[config.mk]
export PLATFORM = sky130hd
export DESIGN_NAME = decimal_digit_accumulator
export DESIGN_NICKNAME = d
export VERILOG_FILES = /design/src/rtl/decimal_digit_accumulator.sv
export SDC_FILE = /design/constraint.sdc
export NUM_CORES = 1
export LEC_CHECK = 0
export BUFFER_PORTS_ARGS = -buffer_cell sky130_fd_sc_hd__buf_4
export CAP_MARGIN = 20
export CORE_ASPECT_RATIO = 1.5
export CORE_UTILIZATION = 40
export DETAILED_ROUTE_END_ITERATION = 10
export HOLD_SLACK_MARGIN = 0.02
export RECOVER_POWER = 100
export SYNTH_ARGS = -nofsm -noshare
export SYNTH_HDL_FRONTEND = slang
export SYNTH_SLANG_ARGS = --single-unit
[constraint.sdc]
create_clock -name clk -period 4.3 [get_ports clk]
set_input_delay 0.645 -clock clk [delete_from_list [all_inputs] [get_ports clk]]
set_output_delay 0.645 -clock clk [all_outputs]
set_load 0.01 [all_outputs]
[src/rtl/decimal_digit_accumulator.sv]
// Accumulates a most-significant-first stream of BCD digits into a W-bit unsigned integer.
// Overflow saturates the value, non-BCD digits are skipped and flagged, and the count saturates.
module decimal_digit_accumulator #(
    parameter int unsigned W     = 32,
    parameter int unsigned CNT_W = 5
) (
    input  logic             clk,
    input  logic             rst_n,
    input  logic             digit_valid,
    output logic             digit_ready,
    input  logic [3:0]       digit,
    input  logic             digit_last,
    input  logic             abort,
    output logic             result_valid,
    input  logic             result_ready,
    output logic [W-1:0]     result,
    output logic             overflow,
    output logic             bad_digit,
    output logic [CNT_W-1:0] digit_count
);

    typedef enum logic [1:0] {StIdle, StAccum, StDone} state_e;

    state_e           state_q, state_d;
    logic [W-1:0]     acc_q, acc_d;
    logic             ovf_q, ovf_d;
    logic             bad_q, bad_d;
    logic [CNT_W-1:0] cnt_q, cnt_d;
    logic             accept;
    logic [W+3:0]     prod;

    assign digit_ready = (state_q != StDone);
    assign accept      = digit_valid & digit_ready;

    // acc*10 = acc*8 + acc*2, widened so the top nibble exposes overflow
    assign prod = {1'b0, acc_q, 3'b000} + {3'b000, acc_q, 1'b0} + {{W{1'b0}}, digit};

    always_comb begin
        state_d = state_q;
        acc_d   = acc_q;
        ovf_d   = ovf_q;
        bad_d   = bad_q;
        cnt_d   = cnt_q;
        if (abort) begin
            state_d = StIdle;
            acc_d   = '0;
            ovf_d   = 1'b0;
            bad_d   = 1'b0;
            cnt_d   = '0;
        end else begin
            unique case (state_q)
                StIdle, StAccum: begin
                    if (accept) begin
                        if (digit > 4'd9) begin
                            bad_d = 1'b1;
                        end else if ((prod[W+3:W] != 4'd0) || ovf_q) begin
                            acc_d = '1;
                            ovf_d = 1'b1;
                        end else begin
                            acc_d = prod[W-1:0];
                        end
                        if (cnt_q != '1) cnt_d = cnt_q + 1'b1;
                        state_d = digit_last ? StDone : StAccum;
                    end
                end
                StDone: begin
                    if (result_ready) begin
                        state_d = StIdle;
                        acc_d   = '0;
                        ovf_d   = 1'b0;
                        bad_d   = 1'b0;
                        cnt_d   = '0;
                    end
                end
                default: state_d = StIdle;
            endcase
        end
    end

    always_ff @(posedge clk or negedge rst_n) begin
        if (!rst_n) begin
            state_q <= StIdle;
            acc_q   <= '0;
            ovf_q   <= 1'b0;
            bad_q   <= 1'b0;
            cnt_q   <= '0;
        end else begin
            state_q <= state_d;
            acc_q   <= acc_d;
            ovf_q   <= ovf_d;
            bad_q   <= bad_d;
            cnt_q   <= cnt_d;
        end
    end

    assign result_valid = (state_q == StDone);
    assign result       = acc_q;
    assign overflow     = ovf_q;
    assign bad_digit    = bad_q;
    assign digit_count  = cnt_q;

endmodule

# Word level (Yosys, flattened, before mapping)
# Cells that the tools add are included.
dict set report totals {
  wordCells 56
  reg_bits 41
  out_inout_bits 41
}
dict set report op_classes {
  n_reduce_logical 10
  n_bitwise 1
  n_mux 26
  magnitude_cmp 1
  n_eq_ne 10
  addsub 3
}
# cell n
set op_table {}
lappend op_table {{32-bit 2-to-1 mux} 5}
lappend op_table {{32-bit one-hot mux with 2 select lines} 1}
lappend op_table {{35-bit by 33-bit adder with 36-bit output} 1}
lappend op_table {{36-bit by 4-bit adder with 36-bit output} 1}
lappend op_table {{5-bit 2-to-1 mux} 4}
lappend op_table {{3-bit != test (second input constant)} 5}
lappend op_table {{4-bit AND reduction} 3}
lappend op_table {{5-bit one-hot mux with 2 select lines} 1}
lappend op_table {{1-bit 2-to-1 mux} 8}
lappend op_table {{2-bit 2-to-1 mux} 4}
lappend op_table {{5-bit by 1-bit adder with 5-bit output (second input constant)} 1}
lappend op_table {{5-bit != test (second input constant)} 1}
lappend op_table {{5-bit AND reduction} 1}
lappend op_table {{4-bit greater-than comparator (second input constant)} 1}
lappend op_table {{1-bit one-hot mux with 2 select lines} 2}
lappend op_table {{2-bit one-hot mux with 2 select lines} 1}
lappend op_table {{4-bit nonzero test} 1}
lappend op_table {{3-bit by 2-bit != test with 1-bit output (second input constant)} 1}
lappend op_table {{3-bit nonzero test} 1}
lappend op_table {{2-bit by 1-bit equality test with 1-bit output (second input constant)} 1}
lappend op_table {{2-bit equality test (second input constant)} 1}
lappend op_table {{2-bit zero test} 1}
lappend op_table {{2-bit != test (second input constant)} 1}
lappend op_table {{2-bit AND reduction} 1}
lappend op_table {{other kinds (3)} 3}

# Logic depth before layout (Yosys ltp)
dict set report logic_depth {
  depth_word 9
  ltp_mapped 14
  ltp_nobuf 13
}

# Worst setup path after synthesis
# Ideal clock, no wire load.
dict set report synth_timing {
  path_type {input-to-reg}
  from {input digit[3]}
  to {register acc_q[4], in the netlist result[4]}
  n_path_buf 1
  cell_stages 12
  setup_time_ps 141
  required_ps 4159
  arrival_ps 3471
  slack_ps 688
  cell_sequence {fa_1 -> inv_1 -> fa_1 -> nand2b_1 -> a21o_1 -> a21oi_1 -> o211ai_2 -> a21oi_1 -> o21ai_0 -> a2111oi_4 -> buf_2 -> a31oi_1}
}
dict set report synth_via {
  elab_chain_len 8
  elab_cells_between_ends 11
  classes_between {add/sub: 1; order compare: 1; eq/ne: 1; mux: 5; reduce/logical: 3}
}
# item line_no
set synth_rtl {}
lappend synth_rtl {{start: declaration} 11} ;# input logic [3:0] digit,
lappend synth_rtl {{36-bit by 4-bit adder with 36-bit output} 36} ;# assign prod = {1'b0, acc_q, 3'b000} + {3'b000, acc_q, 1'b0} + {{W{1'b0}}, digit};
lappend synth_rtl {{4-bit nonzero test} 56} ;# end else if ((prod[W+3:W] != 4'd0) || ovf_q) begin
lappend synth_rtl {{1-bit logical OR} 56}
lappend synth_rtl {{32-bit 2-to-1 mux} 56}
lappend synth_rtl {{32-bit 2-to-1 mux} 54} ;# if (digit > 4'd9) begin
lappend synth_rtl {{32-bit 2-to-1 mux} 53} ;# if (accept) begin
lappend synth_rtl {{32-bit one-hot mux with 2 select lines} 51} ;# unique case (state_q)
lappend synth_rtl {{32-bit 2-to-1 mux} 44} ;# if (abort) begin
lappend synth_rtl {{end signal: assignment} 83} ;# acc_q <= '0;
lappend synth_rtl {{end signal: assignment} 89} ;# acc_q <= acc_d;
lappend synth_rtl {{end: declaration} 25} ;# logic [W-1:0] acc_q, acc_d;
# Several ways; a longest one is shown, not always the timed one. The select of a mux whose other input is x is not followed.
# A chain may end at the register's enable or synchronous reset.

# Worst setup path in the final report
dict set report layout_timing {
  from {input digit[3]}
  to {register acc_q[20], in the netlist result[20]}
}
# Same word-level chain as after synthesis.

==> summary.md <==
| Metric | Value |
|---|---|
| Routed len/inst | around 17 um |
| Hold Crit Start | digit_count[3] |
| CP Capture Type | register |
| Flops & latches, synth | 41 |
| Vias/cell | 5.88 |
| Post-CTS Setup Bufs | 0 |
| RR Endpoint | result[20] |
| Initial antenna violation count | 0 |
| Setup slack on the worst flop-to-flop path | 410 ps |
| Total grt overflow | 0 |
| Failing checks | max-capacitance violations, max-slew violations |
| Worst hold path cell count | 1 |
| DIE AREA | roughly 10,000 um2 |
| Filler Cells Inserted | 961 |
| Synth unique cells | 51 |
| Detailed placement HPWL | a little over 8 mm |
| Finished Layout Cells | 613 |
| Final period utilization | 92.0% |
| Core Rows | 44 |
| Ports | between 50 and 60 |
| RSZ-0062 raised after global routing | false |
| Final Skew | around 5.6 ps |
| Utilization after layout | approximately 46% |
| Critical Path Start Type | primary input |
| Setup violations, final | 0 |
| Cells after Synth | 453 |
| Total CTS buffers | 5 |
| Worst hold path type | reg -> reg |
| Clk pin slew, worst setup/hold paths | ~60 ps |
| Status | complete, but fails checks |
| Post-Route Setup TNS | 0 ps |
| Largest net degree at the start of global routing | 42 |
| DRC marker count from the first detailed-route iteration | around 110 |
| Die height | 124 um |
| Gr usage total | 20.6% |
| Maximum clock rate | between 0.2 and 0.3 GHz |
| PD cells | 743 nW/um2 |
| Area growth syn-to-layout | 12.0% |
| Layout cells sized above 1 | 5.82% |
| CP arrival | 4130 ps |
| Htree depth | 2 |
| Post-route DRC | 0 |
| Core Area | 9630 um2 |
| Fin. max-slew vios | 42 |
| Critical path class | in -> reg |
| Root buf cell | clkbuf_16 |
| TritonCTS Sinks | between 40 and 50 |
| Initial Utilization | around 41% |
| CP required | 4480 ps |
| Most common cell after layout, fill and taps aside | ha_1 |
| Die W | 83.3 um |
| YS warnings | 0 |
| Primary FF master, synth | dfrtp_1 |
| Post-route ant nets | 0 |
| Worst r2r src | result[0] |
| Max_cap viols | 2 |
| Placed instance count | 605 |
| Final hold violations | 0 |
| Hold Crit Endpoint | digit_count[3] |
| First-pass GRT wire length | 16.9 mm |
| R2R depth | 13 |
| Min Tclk post-route | roughly 4000 ps |
| Sequential area share after synthesis | approximately 26% |
| Most frequent cells in the layout | ha_1 (65), a21oi_1 (54), clkbuf_1 (46) |
| Hold-fix buffers at CTS | 0 |
| Max IR drop VDD | around 320 uV |
| Synthesized area per cell | 8.76 um2 |
| Diode count | 0 |
| GPL Wtd Cong | 0.818 |
| Post-cts sizing count | 0 |
| Vias in the first global route | between 3,000 and 4,000 |
| I/O Buffers | 50 |
| Worst-Margin Slew | 2230 ps |
| Routed wire length | approximately 10 mm |
| Async SR Flop Fraction | between 90% and 100% |
| Via count | roughly 3,600 |
| Mapped Nets | 530 |
| Pleak | 2.03 nW |
| CTS tree | built |
| Cell Area, Synth | 3970 um2 |
| Nets@finish | between 500 and 600 |
| Longest Clk Path Bufs | 2 |
| Critical path fanouts, max | 9 |
| Post-synth EDFFs | 0 |
| Skew-Pair Late Insertion Delay | between 200 and 300 ps |
| Relative slew margins | -48.5% |
| DRT Pass-1 Iters | 4 |
worst max-delay path by stage:
stage	startpoint	end
after CTS	digit[3]	result[20]
after global placement	digit[3]	result[20]
after global routing	digit[3]	result[10]
after detailed placement	digit[3]	result[20]
final	digit[3]	result[20]
after floorplan	digit[3]	result[4]
worst max-delay path, stage by stage:
cell and delay, ps:
clkbuf_1 120, fa_1 570, inv_1 60, fa_1 440
nand2b_1 180, a21o_1 190, a21oi_1 210, o211ai_1 160
a21oi_1 190, o21ai_0 150, a2111oi_4 670, buf_4 280
nand2_1 70, a22o_1 200
metal layers:
layer | track usage [%] | vias up | share of wire (%)
met4 | 7.54 | 0 | 2.2
met2 | 39.3 | 57 | 53
met3 | 1.59 | 11 | 2.1
li1 | - | 1793 | -
met1 | 24.1 | 1743 | 42
met5 | 0 | - | 0
power breakdown:
part	leakage, nW	internal [mW]	switching, mW
registers	0.498	0.473	0.115
logic	1.45	0.922	1.34
clock network	0.0841	0.290	0.163
layout make-up:
class | count | area, um2 | share of cell area (%)
Clock buffer | 7 | 143 | 3.21
Clock inverter | 1 | 30.0 | 0.675
Tap cell | 115 | 144 | 3.24
Inverter | 13 | 48.8 | 1.10
Sequential cell | 41 | 1030 | 23.1
Multi-Input combinational cell | 382 | 2820 | 63.4
Timing Repair Buffer | 54 | 236 | 5.32
sequential cells by signal, summed over array words and instances, names as in the netlist:
signal and cells:
digit_count 5, result 32, overflow 1, state_q 2, bad_digit 1
Yosys cell counts (2+ instances only):
| library cell | count | area share (%) |
|---|---|---|
| a211oi_1 | 3 | 0.57 |
| a21boi_0 | 3 | 0.57 |
| a21boi_1 | 3 | 0.57 |
| a21o_1 | 18 | 3.4 |
| a21oi_1 | 54 | 6.8 |
| a21oi_2 | 2 | 0.44 |
| a22o_1 | 6 | 1.3 |
| a31o_2 | 2 | 0.44 |
| a31oi_1 | 18 | 2.8 |
| and2_1 | 6 | 0.95 |
| and3_1 | 5 | 0.79 |
| and4_1 | 3 | 0.66 |
| buf_2 | 3 | 0.38 |
| clkbuf_1 | 13 | 1.2 |
| dfrtp_1 | 41 | 26 |
| fa_1 | 2 | 1.0 |
| ha_1 | 65 | 20 |
| inv_1 | 13 | 1.2 |
| mux2i_1 | 2 | 0.50 |
| nand2_1 | 24 | 2.3 |
| nand2b_1 | 7 | 1.1 |
| nand3_1 | 6 | 0.76 |
| nand4_1 | 7 | 1.1 |
| nor2_1 | 21 | 2.0 |
| nor2b_1 | 5 | 0.79 |
| nor3_1 | 8 | 1.0 |
| o211ai_1 | 6 | 1.1 |
| o21a_1 | 6 | 1.1 |
| o21ai_0 | 42 | 5.3 |
| o21ai_1 | 4 | 0.50 |
| o21bai_1 | 3 | 0.57 |
| o31ai_1 | 4 | 0.76 |
| or2_2 | 3 | 0.47 |
| or3_1 | 3 | 0.47 |
| xnor2_1 | 14 | 3.1 |
| xor2_1 | 13 | 2.9 |
cell families after synthesis:
group | share of synthesized area, %
simple gates | 12.5
mux | 0.788
flops | 25.9
buf+inv | 3.03
xor+xnor | 5.96
fa+ha+maj | 21.5
compound gates | 30.3
metrics by stage:
stage | power (mW) | worst slack, ps | instance area, um2 | hold slack [ps]
after floorplan | 2.30 | 688 | 3970 | 349
after global placement | 2.91 | 159 | 4450 | 497
after detailed placement | 2.92 | 47.8 | 4450 | 504
after CTS | 3.39 | 347 | 4620 | 363
after global routing | 3.60 | 41.2 | 4450 | 544
final | 3.30 | 344 | 4450 | 511
(Power assumes the default switching activity.)
